`config.mk`:
```
export PLATFORM = sky130hd
export DESIGN_NAME = mod_74x163_n
export DESIGN_NICKNAME = d
export VERILOG_FILES = /design/src/rtl/mod_74x163_n_pkg.sv /design/src/rtl/mod_74x163_n_tc.sv /design/src/rtl/mod_74x163_n.sv
export SDC_FILE = /design/constraint.sdc
export NUM_CORES = 1
export LEC_CHECK = 0
export ABC_AREA = 1
export BUFFER_PORTS_ARGS = -buffer_cell sky130_fd_sc_hd__buf_2
export CORE_AREA = 2 2 39 41
export DETAILED_ROUTE_END_ITERATION = 7
export DIE_AREA = 0 0 41 43
export MAX_ROUTING_LAYER = met4
export PLACE_DENSITY = 0.54
export SLEW_MARGIN = 20
export SYNTH_ARGS = -nofsm -noshare
export SYNTH_HDL_FRONTEND = slang
export SYNTH_SLANG_ARGS = --single-unit
```
`constraint.sdc`:
```
create_clock -name CLK -period 1.55 [get_ports CLK]
set_input_delay 0.155 -clock CLK [delete_from_list [all_inputs] [get_ports CLK]]
set_output_delay 0.155 -clock CLK [all_outputs]
set_load 0.02 [all_outputs]
```
`src/rtl/mod_74x163_n_pkg.sv`:
```
// Shared 74xx definitions: direction
// encoding and parameter range check.
package mod_74x163_n_pkg;

  localparam logic DIR_UP   = 1'b1;
  localparam logic DIR_DOWN = 1'b0;

  function automatic bit params_ok(
    input int w,
    input int m
  );
    longint lim;
    if (w < 1 || w > 31) return 1'b0;
    lim = longint'(1) << w;
    return (m >= 2) && (longint'(m) <= lim);
  endfunction

endpackage

```
`src/rtl/mod_74x163_n_tc.sv`:
```
// Terminal-count and ripple-carry decode
// for the presettable counter.
module mod_74x163_n_tc
  import mod_74x163_n_pkg::*;
#(
  parameter int WIDTH   = 4,
  parameter int MODULUS = 2**WIDTH
) (
  input  logic [WIDTH-1:0] Q,
  input  logic             UP,
  input  logic             ENT,
  output logic             TC,
  output logic             RCO
);

  localparam logic [WIDTH-1:0] MAX =
    WIDTH'(MODULUS - 1);

  // Out-of-range Q never equals MAX or 0.
  always_comb begin
    TC = 1'b0;
    if (UP == DIR_UP) TC = (Q == MAX);
    else              TC = (Q == '0);
    RCO = ENT & TC;
  end

endmodule

```
`src/rtl/mod_74x163_n.sv`:
```
// Synchronous presettable up/down counter
// with programmable modulus and RCO cascade.
module mod_74x163_n
  import mod_74x163_n_pkg::*;
#(
  parameter int WIDTH   = 4,
  parameter int MODULUS = 2**WIDTH
) (
  input  logic             CLK,
  input  logic             CLR,
  input  logic             LOAD,
  input  logic             ENP,
  input  logic             ENT,
  input  logic             UP,
  input  logic [WIDTH-1:0] D,
  output logic [WIDTH-1:0] Q,
  output logic             RCO
);

  if (!params_ok(WIDTH, MODULUS)) begin : g_bad
    $error("mod_74x163_n: bad WIDTH/MODULUS");
  end

  localparam logic [WIDTH-1:0] MAX =
    WIDTH'(MODULUS - 1);

  logic             tc;
  logic             wrap;
  logic [WIDTH-1:0] q_nxt;

  mod_74x163_n_tc #(
    .WIDTH  (WIDTH),
    .MODULUS(MODULUS)
  ) u_tc (
    .Q  (Q),
    .UP (UP),
    .ENT(ENT),
    .TC (tc),
    .RCO(RCO)
  );

  // tc already selects the wrap point for
  // the current direction; out-of-range
  // values wrap the same way.
  assign wrap = tc || (Q > MAX);

  always_comb begin
    q_nxt = Q;
    if (CLR) begin
      q_nxt = '0;
    end else if (LOAD) begin
      q_nxt = D;
    end else if (ENP && ENT) begin
      if (UP == DIR_UP)
        q_nxt = wrap ? '0 : Q + 1'b1;
      else
        q_nxt = wrap ? MAX : Q - 1'b1;
    end
  end

  always_ff @(posedge CLK) begin
    Q <= q_nxt;
  end

endmodule

```
==> results of run 1 <==
-- Yosys cell counts (2+ instances only) --
cell type / n / area, um2
nand2_1: 21 / 78.8
inv_1: 7 / 26.3
nor2_1: 7 / 26.3
dfxtp_1: 4 / 80.1
nand3_1: 4 / 20.0
a31oi_1: 3 / 18.8
nand2_2: 3 / 18.8
ha_1: 2 / 25.0
o21ai_0: 2 / 10.0
xnor2_1: 2 / 17.5
-- area by class of cell --
cell class	instances	area [um2]
Fill cell	161	813
Timing Repair Buffer	19	114
Multi-Input combinational cell	50	289
Sequential cell	4	88.8
Inverter	9	36.3
Tap cell	16	20.0
Clock buffer	3	22.5
-- report_power, final --
| group | switching, W | internal, W |
|---|---|---|
| clock | 0.0000442 | 0.0000867 |
| combinational | 0.0000719 | 0.0000670 |
| sequential | 0.0000170 | 0.000111 |
-- worst max-delay path, delay by kind of cell, from the launching register on --
kind | cells | cell delay, ps
fa+ha+maj | 1 | 130
compound gates | 1 | 150
buf+inv | 3 | 240
simple gates | 2 | 190
flops | 1 | 350
-- kinds of logic (layout without fill, tap and decap cells) --
| group | Yosys count | in the layout |
|---|---|---|
| AOI/OAI and AO/OA | 9 | 9 |
| xor gates and xnor gates | 2 | 2 |
| adders and majority gates | 2 | 2 |
| buffers and inverters | 10 | 31 |
| DFF | 4 | 4 |
| and+or+nand+nor | 37 | 37 |
-- through the flow --
step                      setup slack [ps]  utilization, %
after global placement                 209            33.9
after detailed placement               177            33.9
after floorplan                        112               -
final                                  102            41.2
after global routing                  12.6            41.2
after CTS                             27.9            35.6
-- per-layer routing --
layer | GRT usage [%] | part of all wire, % | vias to the layer above | routed length [um]
met4 | 2.00 | 0 | 0 | 0
met3 | 7.85 | 6.5 | 0 | 62
met1 | 18.6 | 46 | 211 | 443
li1 | - | - | 245 | -
met2 | 17.2 | 47 | 13 | 448
met5 | - | 0 | - | 0
-- how the worst max path moves through the flow --
| stage | to | startpoint | slack, ps | cells after the start |
|---|---|---|---|---|
| after floorplan | Q[3] | Q[0] | 110 | 10 |
| after global placement | Q[3] | Q[1] | 210 | 10 |
| after detailed placement | Q[3] | Q[1] | 180 | 10 |
| after CTS | RCO | Q[0] | 30 | 7 |
| after global routing | RCO | Q[0] | 10 | 7 |
| final | RCO | Q[0] | 100 | 7 |
-- timing repair --
| item | 4_1_cts | 5_1_grt |
|---|---|---|
| pin swaps | 0 | 3 |
| hold buffers | 0 | 0 |
| setup buffers | 0 | 4 |
| resized for setup | 1 | 15 |
| setup endpoints to repair | 1 | 1 |
==> impl_results.md, run 1 <==
- Worst-path maximum fanout: 3
- Pins Over Slew Limit: 0
- RSZ-0062 raised after global routing: no
- Core area: roughly 0.0014 mm2
- Final setup vio count: 0
- Ys Warns: 0
- Avg Cell Area, Syn: about 6.0 um2
- Worst Path Arrival: 1290 ps
- Cell Area, Synth: approximately 380 um2
- Total GRT Usage: 13.5%
- Layout Cells excl Fill: between 100 and 150
- Max FFs per register: 4
- Layout net count: 99
- Required @ worst endpoint: between 1000 and 1500 ps
- Vias in the first global route: around 380
- Count of different cell masters after synthesis: 19
- Hold-critical path endpoint: Q[1]
- DRT iter0 DRCs: 8
- Cells on Worst Hold Path: 2
- Simple-gate share of the synthesized area: between 40 and 50%
- CTS Root Cell: clkbuf_4
- Port bufs: 14
- P_leak: between 0.2 and 0.3 nW
- N_diodes: 0
- Period utilization: 93.4%
- Syn Inst Count: 64
- Total grt overflow: 0
- Cells along the critical path: inv_4 > ha_4 > inv_1 > nor2_2 > nand2_2 > a21boi_2 > buf_6
- Detail Route Antenna Nets: 0
- Main synth FF type: dfxtp_1
- Pwr Total: just under 0.0004 W
- Clk slew on worst S/H paths: 40 ps
- Post-synthesis register bit count: 4
- Launching point of the worst reg2reg path: Q[1]
- Die outline width: approximately 41 um
- Vias per Instance: 4.64
- Clock latency on the worst-skew pair: about 240 ps
- Die ar.: approximately 0.0018 mm2
- Critical path's slowest cell: dfxtp_4
- Routed WL: ~950 um
- Layout cells sized above 1: a little over two fifths
- Synth Area in Compound Gates: between 10% and 20%
- Top reg by flops: Q
- Gpl congestion: ~0.8
- Clock Path Buffers: 2
- # clock sinks: 4
- Placed insts: 94
- Hold path start: CLR
- Syn nets: 76
- Pwr/cell area: 697 mW/mm2
- Initial core utilization: 27.7%
- Fin crit period: around 1400 ps
- Clk_skew: roughly 3.9 ps
- Hold Path Class: in2reg
- Max-cap viol count: 0
- Reg2reg end: Q[3]
- Synth-to-Final Area Change: 49.0%
- Antenna violations before repair: 0
- Hpwl dp: 731 um
- Largest net degree at the start of global routing: 11
- Worst Setup Start Kind: flop
- Crit Path Class: reg2out
- Commonest non-fill, non-tap cell in the layout: nand2_1
- Worst R2R Setup Slack: 230 ps
- Status: completed
- Placed inst area: between 400 and 500 um2
- H-tree level count: 1
- DR WL/cell: 9.44 um
- Top Ports: 15
- Final hold slack: about 120 ps
- Xor/xnor share of the synthesized area: 4.58%
- Slowest stage delay, CP: roughly 350 ps
- Die Height: roughly 43 um
- First-pass GRT wire length: around 1.6 mm
- Crit end category: primary output
- # rows: 14
- Worst-Margin Slew: about 300 ps
- Largest family of logic cells by synthesized area: simple AND/OR/NAND/NOR gates
- Depth of the worst register-to-register path: 10
- VDD IR max: between 0.3 and 0.4 mV
- Fin area: between 500 and 600 um2
- Fin Setup TNS: 0 ps
- FFs w/ async S/R, synth: 0%
- Most frequent cells in the layout: 21 x nand2_1, 13 x buf_2, 6 x nor2_1
- Mux cell area share after synthesis: 0%
- DRC Markers: 0
- Max transition margin: between 80% and 90%
- Top Registers: Q (4)
- First-pass detailed-route iteration total: 4
- EDFF count, synth: 0
- FMAX: slightly below 0.7 GHz
- Synth Area in Adders: roughly 6.5%
- CTS Buf Count: 3
- Vias: 469
- CTS tree: done
- Sequential area share after synthesis: 20.9%
- Final Hold Viols: 0
No activity file was read; power rests on OpenSTA's default activity.
==> run 2: changes to the inputs <==
Settings changed: CTS_CLUSTER_SIZE set to 16, PLACE_DENSITY 0.54 to 0.56.
Clock period 1.55 ns to 1.25 ns, I/O delays scaled along.
==> run 2 against run 1 <==
- the flow now finishes with violations (setup timing)
- via count grew 2.1%
- clock skew decreased by 2.7 ps
- clock power up 37%
- hold slack lost 30 ps
- flip-flop and latch count did not move
- clock-buffer cell count grew 1
- combinational power rose by 38%
- register-to-register slack worse by 300 ps
- critical path type unchanged
- highest routed layer unchanged
==> impl_results.md, run 2 (synthesis gave the netlist of run 1 again) <==
- DR WL/cell: 9.90 um (+5.0%)
- Core area: 0.00138 mm2 (unchanged)
- DRT iter0 DRCs: 5 (-3)
- Clk_skew: 1.26 ps (-2.67 ps)
- Final setup vio count: 3 (+3)
- Worst-path maximum fanout: 3 (unchanged)
- Required @ worst endpoint: 1120 ps (-270 ps)
- Top Registers: Q (4)
- Clock Path Buffers: 2 (unchanged)
- Hold Buf Count CTS: 0 (unchanged)
- Pwr/cell area: 871 mW/mm2 (+25%)
- Layout Cells excl Fill: 105 (+4.0%)
- Die outline width: 41 um (unchanged)
- Max transition margin: 86.3% (+6.0 points)
- Switching power: 0.000178 W (+34%)
- Total grt overflow: 0 (unchanged)
- Total GRT Usage: 15.0% (+1.5 points)
- Die ar.: 0.00176 mm2 (unchanged)
- Placed inst area: 510 um2 (+8.8%)
- N_diodes: 0 (unchanged)
- Gpl congestion: 0.816 (+0.32%)
- Hold-critical path endpoint: Q[3]
- P_leak: 0.314 nW (+10%)
- Depth of the worst register-to-register path: 10 (unchanged)
- DRC Markers: 0 (unchanged)
- Initial core utilization: 27.7% (unchanged)
- Max-cap viol count: 0 (unchanged)
- # fillers: 148 (-8.1%)
- Period utilization: 107%
- Routed WL: 1.04 mm (+9.1%)
- # clock sinks: 4 (unchanged)
- Commonest non-fill, non-tap cell in the layout: nand2_1
- RSZ-0062 raised after global routing: yes
- Hold Path Class: in2reg
- Crit Path Class: reg2out
- Antenna violations before repair: 0 (unchanged)
- Final Hold Viols: 0 (unchanged)
- Clock latency on the worst-skew pair: 240 ps (about the same)
- CTS Root Cell: clkbuf_4
- Port bufs: 14 (unchanged)
- Switching share of power: 33.5% (+0.075 points)
- Failing checks: setup timing
- First-pass detailed-route iteration total: 4 (unchanged)
- Vias in the first global route: 423 (+11%)
- Vias: 479 (+2.1%)
- Combinational power share: 36.3% (+1.4 points)
- CTS Buf Count: 3 (unchanged)
- Hold path start: CLR
- Placed insts: 98 (+4.3%)
- Detail Route Antenna Nets: 0 (unchanged)
- Cells on Worst Hold Path: 2 (unchanged)
- Largest net degree at the start of global routing: 10 (-1)
- Max FFs per register: 4 (unchanged)
- Most frequent cells in the layout: 21 x nand2_1, 13 x buf_2, 8 x buf_4
- Status: finished, violations left
- Launching point of the worst reg2reg path: Q[0]
- FMAX: around 0.75 GHz
- Vias per Instance: 4.56 (-1.8%)
- Worst Setup Start Kind: flop
- P_int: 0.000353 W (+33%)
- Pins Over Slew Limit: 0 (unchanged)
- Hpwl dp: 790 um (+8.0%)
- Reg2reg end: Q[0]
- Worst-Margin Slew: 205 ps (-90.2 ps)
- Layout cells sized above 1: 47.2% (+4.8 points)
- # rows: 14 (unchanged)
- Worst R2R Setup Slack: -70 ps (-300 ps)
- H-tree level count: 1 (unchanged)
- Worst Setup Slack, final: -90.7 ps (-192 ps)
- Placement-stage worst setup slack: 0.927 ps (-176 ps)
- Fin crit period: 1340 ps
- Clk slew on worst S/H paths: 40 ps (about the same)
- Final hold slack: 94.1 ps (-29.6 ps)
- Layout net count: 102 (+3.0%)
- Crit end category: primary output
- Reg power frac: 29.8% (-2.4 points)
- Top reg by flops: Q
- Top Ports: 15 (unchanged)
- Worst Path Arrival: 1220 ps (-70 ps)
- Die Height: 43 um (unchanged)
- First-pass GRT wire length: 1.77 mm (+11%)
- CTS tree: done
- Clock power share: 33.9% (+1.0 points)
- Fin area: 609 um2 (+6.8%)
- Synth-to-Final Area Change: 59.2%
- Pwr Total: 0.000531 W (+33%)
- VDD IR max: 0.513 mV (+41%)
==> run 2: cell count changes in the layout (fill, tap and decap cells not counted) <==
| cell | delta |
|---|---|
| nand2_2 | -1 |
| nand2_4 | +1 |
| inv_4 | +1 |
| buf_4 | +3 |
| inv_1 | -1 |
| clkbuf_1 | +1 |
| o21ai_1 | -1 |
| dfxtp_2 | +1 |
| dfxtp_1 | -1 |
| o21ai_2 | +1 |
==> run 2: power groups by stage <==
stage	combinational (W)	clock [W]	sequential [W]
2_1_floorplan	0.0000935	0	0.000164
5_1_grt	0.000213	0.000202	0.000161
4_1_cts	0.000182	0.000188	0.000158
3_5_place_dp	0.000163	0	0.000156
3_3_place_gp	0.000161	0	0.000156
6_report	0.000192	0.000180	0.000158
==> run 2: through the flow <==
stage | util (%) | TNS, ps
5_1_grt | 44.0 | -437
3_3_place_gp | 36.9 | 0
2_1_floorplan | - | 0
4_1_cts | 42.1 | -215
6_report | 44.0 | -221
3_5_place_dp | 36.9 | 0
==> run 2: worst max path at each step <==
stage / cells after the start / start / endpoint / slack (ps)
2_1_floorplan: 10 / Q[0] / Q[3] / 6
3_3_place_gp: 10 / Q[0] / Q[3] / 10
3_5_place_dp: 9 / Q[0] / Q[3] / 0.9
4_1_cts: 7 / Q[0] / RCO / -130
5_1_grt: 7 / Q[1] / RCO / -160
6_report: 6 / Q[0] / RCO / -90
==> run 2: repair_timing <==
item                       CTS  global route
setup endpoints to repair    3             4
buffers inserted             2             1
gates resized for setup     10             6
pin swaps                    4             4
==> run 2: metal layers <==
metal  vias to the layer above  track usage (%)  wire length (um)
li1                        251                -                 -
met1                       206             17.4               423
met2                        22             23.1               520
met3                         0             7.85                96
met4                         0             2.00                 0
met5                         -                -                 0
==> run 2: cell type report <==
type | instances | area (um2) | share of cell area (%)
multi-input combinational | 50 | 298 | 48.9
timing repair buffer | 22 | 136 | 22.4
tap | 16 | 20.0 | 3.29
sequential | 4 | 90.1 | 14.8
clock buffer | 4 | 26.3 | 4.31
inverter | 9 | 38.8 | 6.37
==> run 2: critical path, cell delays in order, from the launching register on <==
cell and delay [ps]:
dfxtp_4 380, ha_4 140, nand2_1 60, inv_2 80, nand2_4 60, a21boi_2 140
buf_6 130
==> run 3: changes to the inputs <==
Settings changed: PLACE_DENSITY 0.56 to not set.
==> run 3 against run 2 <==
- the run still ends with setup timing left
- fmax shrank 4.1%
- global-route usage grew 0.10 points
- sequential share of layout area shrank 0.24 points
- core utilization grew 0.090 points
- clock power is essentially flat
- register-to-register slack lost 30 ps
- critical path depth grew 1
- flip-flop and latch count is the same
- critical endpoint unchanged
==> impl_results.md, run 3 (synthesis gave the netlist of run 1 again) <==
- Die outline width: 41 um (unchanged)
- Core area: 0.00138 mm2 (unchanged)
- Total grt overflow: 0 (unchanged)
- RSZ-0062 raised after global routing: yes
- Initial core utilization: 27.7% (unchanged)
- Top Registers: Q (4)
- Final Hold Viols: 0 (unchanged)
- Status: finished, violations left
- H-tree level count: 1 (unchanged)
- DRC Markers: 0 (unchanged)
- Top reg by flops: Q
- Die Height: 43 um (unchanged)
- Clk slew on worst S/H paths: 40 ps (about the same)
- Max-cap viol count: 0 (unchanged)
- Depth of the worst register-to-register path: 11 (+1)
- Routed WL: 1.11 mm (+6.9%)
- Period utilization: 112% (+4.6 points)
- Required @ worst endpoint: 1120 ps (about the same)
- CTS Buf Count: 3 (unchanged)
- Vias: 484 (+1.0%)
- Worst Setup Start Kind: flop
- Critical path's slowest cell: dfxtp_4
- Largest net degree at the start of global routing: 10 (unchanged)
- Layout cells sized above 1: 45.6% (-1.6 points)
- Total GRT Usage: 15.1% (+0.10 points)
- Cells on Worst Hold Path: 2 (unchanged)
- GRT busiest layer: met2
- Layout net count: 103 (+0.98%)
- Placement-stage worst setup slack: -12.6 ps (-13.5 ps)
- Worst Path Arrival: 1270 ps (+50 ps)
- Max FFs per register: 4 (unchanged)
- Fin Setup TNS: -429 ps (-209 ps)
- Worst-path maximum fanout: 4 (+1)
- CTS tree: done
- Commonest non-fill, non-tap cell in the layout: nand2_1
- Largest delay share family, worst path: flip-flops
- P_leak: 0.306 nW (-2.7%)
- First-pass detailed-route iteration total: 5 (+1)
- First-pass GRT wire length: 1.78 mm (+0.79%)
- Clock latency on the worst-skew pair: 240 ps (about the same)
- Die ar.: 0.00176 mm2 (unchanged)
- Pins Over Slew Limit: 0 (unchanged)
- Path length in cells of the critical path: 7 (+1)
- Failing checks: setup timing
- Met1 usage: 19.3% (+1.9 points)
- DR WL/cell: 10.5 um (+5.9%)
- Clk_skew: 5.40 ps (+4.14 ps)
- Vias per Instance: 4.57 (about the same)
- Most frequent cells in the layout: 21 x nand2_1, 13 x buf_2, 8 x buf_4
- FMAX: 0.715 GHz (-4.1%)
- # clock sinks: 4 (unchanged)
- Hold Path Class: in2reg
- Final setup vio count: 4 (+1)
- # rows: 14 (unchanged)
- Fin crit period: 1400 ps (+57.9 ps)
- Top Ports: 15 (unchanged)
- Slowest stage delay, CP: 370 ps (about the same)
- Synth-to-Final Area Change: 59.5%
- Gpl congestion: 0.842 (+3.1%)
- Pwr/cell area: 880 mW/mm2 (+1.0%)
- Vias in the first global route: 447 (+5.7%)
- DRT iter0 DRCs: 8 (+3)
- Buf+Inv Stages, Crit Path: 3 (+1)
- Clock Path Buffers: 2 (unchanged)
- Worst-Margin Slew: 285 ps (+79.8 ps)
- Max transition margin: 81.0% (-5.3 points)
- Worst Setup Slack, final: -149 ps (-57.9 ps)
- N_diodes: 0 (unchanged)
- Antenna violations before repair: 0 (unchanged)
- CTS Root Cell: clkbuf_4
- Cells along the critical path: inv_4 > ha_4 > inv_2 > nor2_2 > nand2_2 > a21boi_2 > buf_6
- VDD IR max: 0.455 mV (-11%)
- Hpwl dp: 792 um (+0.24%)
- GR Util met2: 22.5% (-0.63 points)
- Crit end category: primary output
- Port bufs: 14 (unchanged)
- Crit Path Class: reg2out
- Detail Route Antenna Nets: 0 (unchanged)
- Met3 usage: 3.14% (-4.7 points)
==> run 3: cell types whose count changed in the layout (fill, tap and decap cells not counted), sizes merged <==
| cell | before | now |
|---|---|---|
| buf | 22 | 23 |
==> run 3: through the flow <==
step / hold slack (ps) / total power, W / std cells / cell area [um2] / util, %
2_1_floorplan: 185 / 0.000258 / 64 / 394 / -
3_3_place_gp: 336 / 0.000323 / 100 / 526 / 38.0
3_5_place_dp: 339 / 0.000324 / 100 / 526 / 38.0
4_1_cts: 88.0 / 0.000531 / 105 / 578 / 41.8
5_1_grt: 94.0 / 0.000582 / 106 / 611 / 44.1
6_report: 92.4 / 0.000537 / 106 / 611 / 44.1
==> run 3: where the power goes <==
part / switching (W) / internal, W
logic: 0.0000983 / 0.0000972
clock network: 0.0000616 / 0.000120
registers: 0.0000220 / 0.000138
total: 0.000182 / 0.000355
==> run 3: metal layers <==
| metal | share of wire, % | wire [um] | up-vias |
|---|---|---|---|
| li1 | - | - | 255 |
| met1 | 44 | 484 | 213 |
| met2 | 52 | 579 | 16 |
| met3 | 4.3 | 48 | 0 |
| met4 | 0 | 0 | 0 |
| met5 | 0 | 0 | - |
==> run 3: path summary, 6_finish.rpt <==
path | from | endpoint | slack [ps]
worst max-delay path | Q[0] | RCO | -150
worst min-delay path | CLR | Q[1] | 90
worst min register to register | Q[3] | Q[3] | 600
worst max register to register | Q[0] | Q[3] | -100
==> run 3: what timing repair did <==
| item | in CTS | in global routing |
|---|---|---|
| cloned | 0 | 0 |
| hold buffers | 0 | 0 |
| endpoints found under the hold margin | 0 | 0 |
| pin swaps | 4 | 1 |
| buffers inserted | 1 | 1 |
| setup endpoints to repair | 2 | 4 |
| gates resized for setup | 8 | 6 |
==> run 3: layout make-up <==
class	count	area, um2
clock buffer	4	26.3
multi-input combinational	50	289
tap	16	20.0
fill	149	773
inverter	9	38.8
sequential	4	88.8
timing repair buffer	23	148
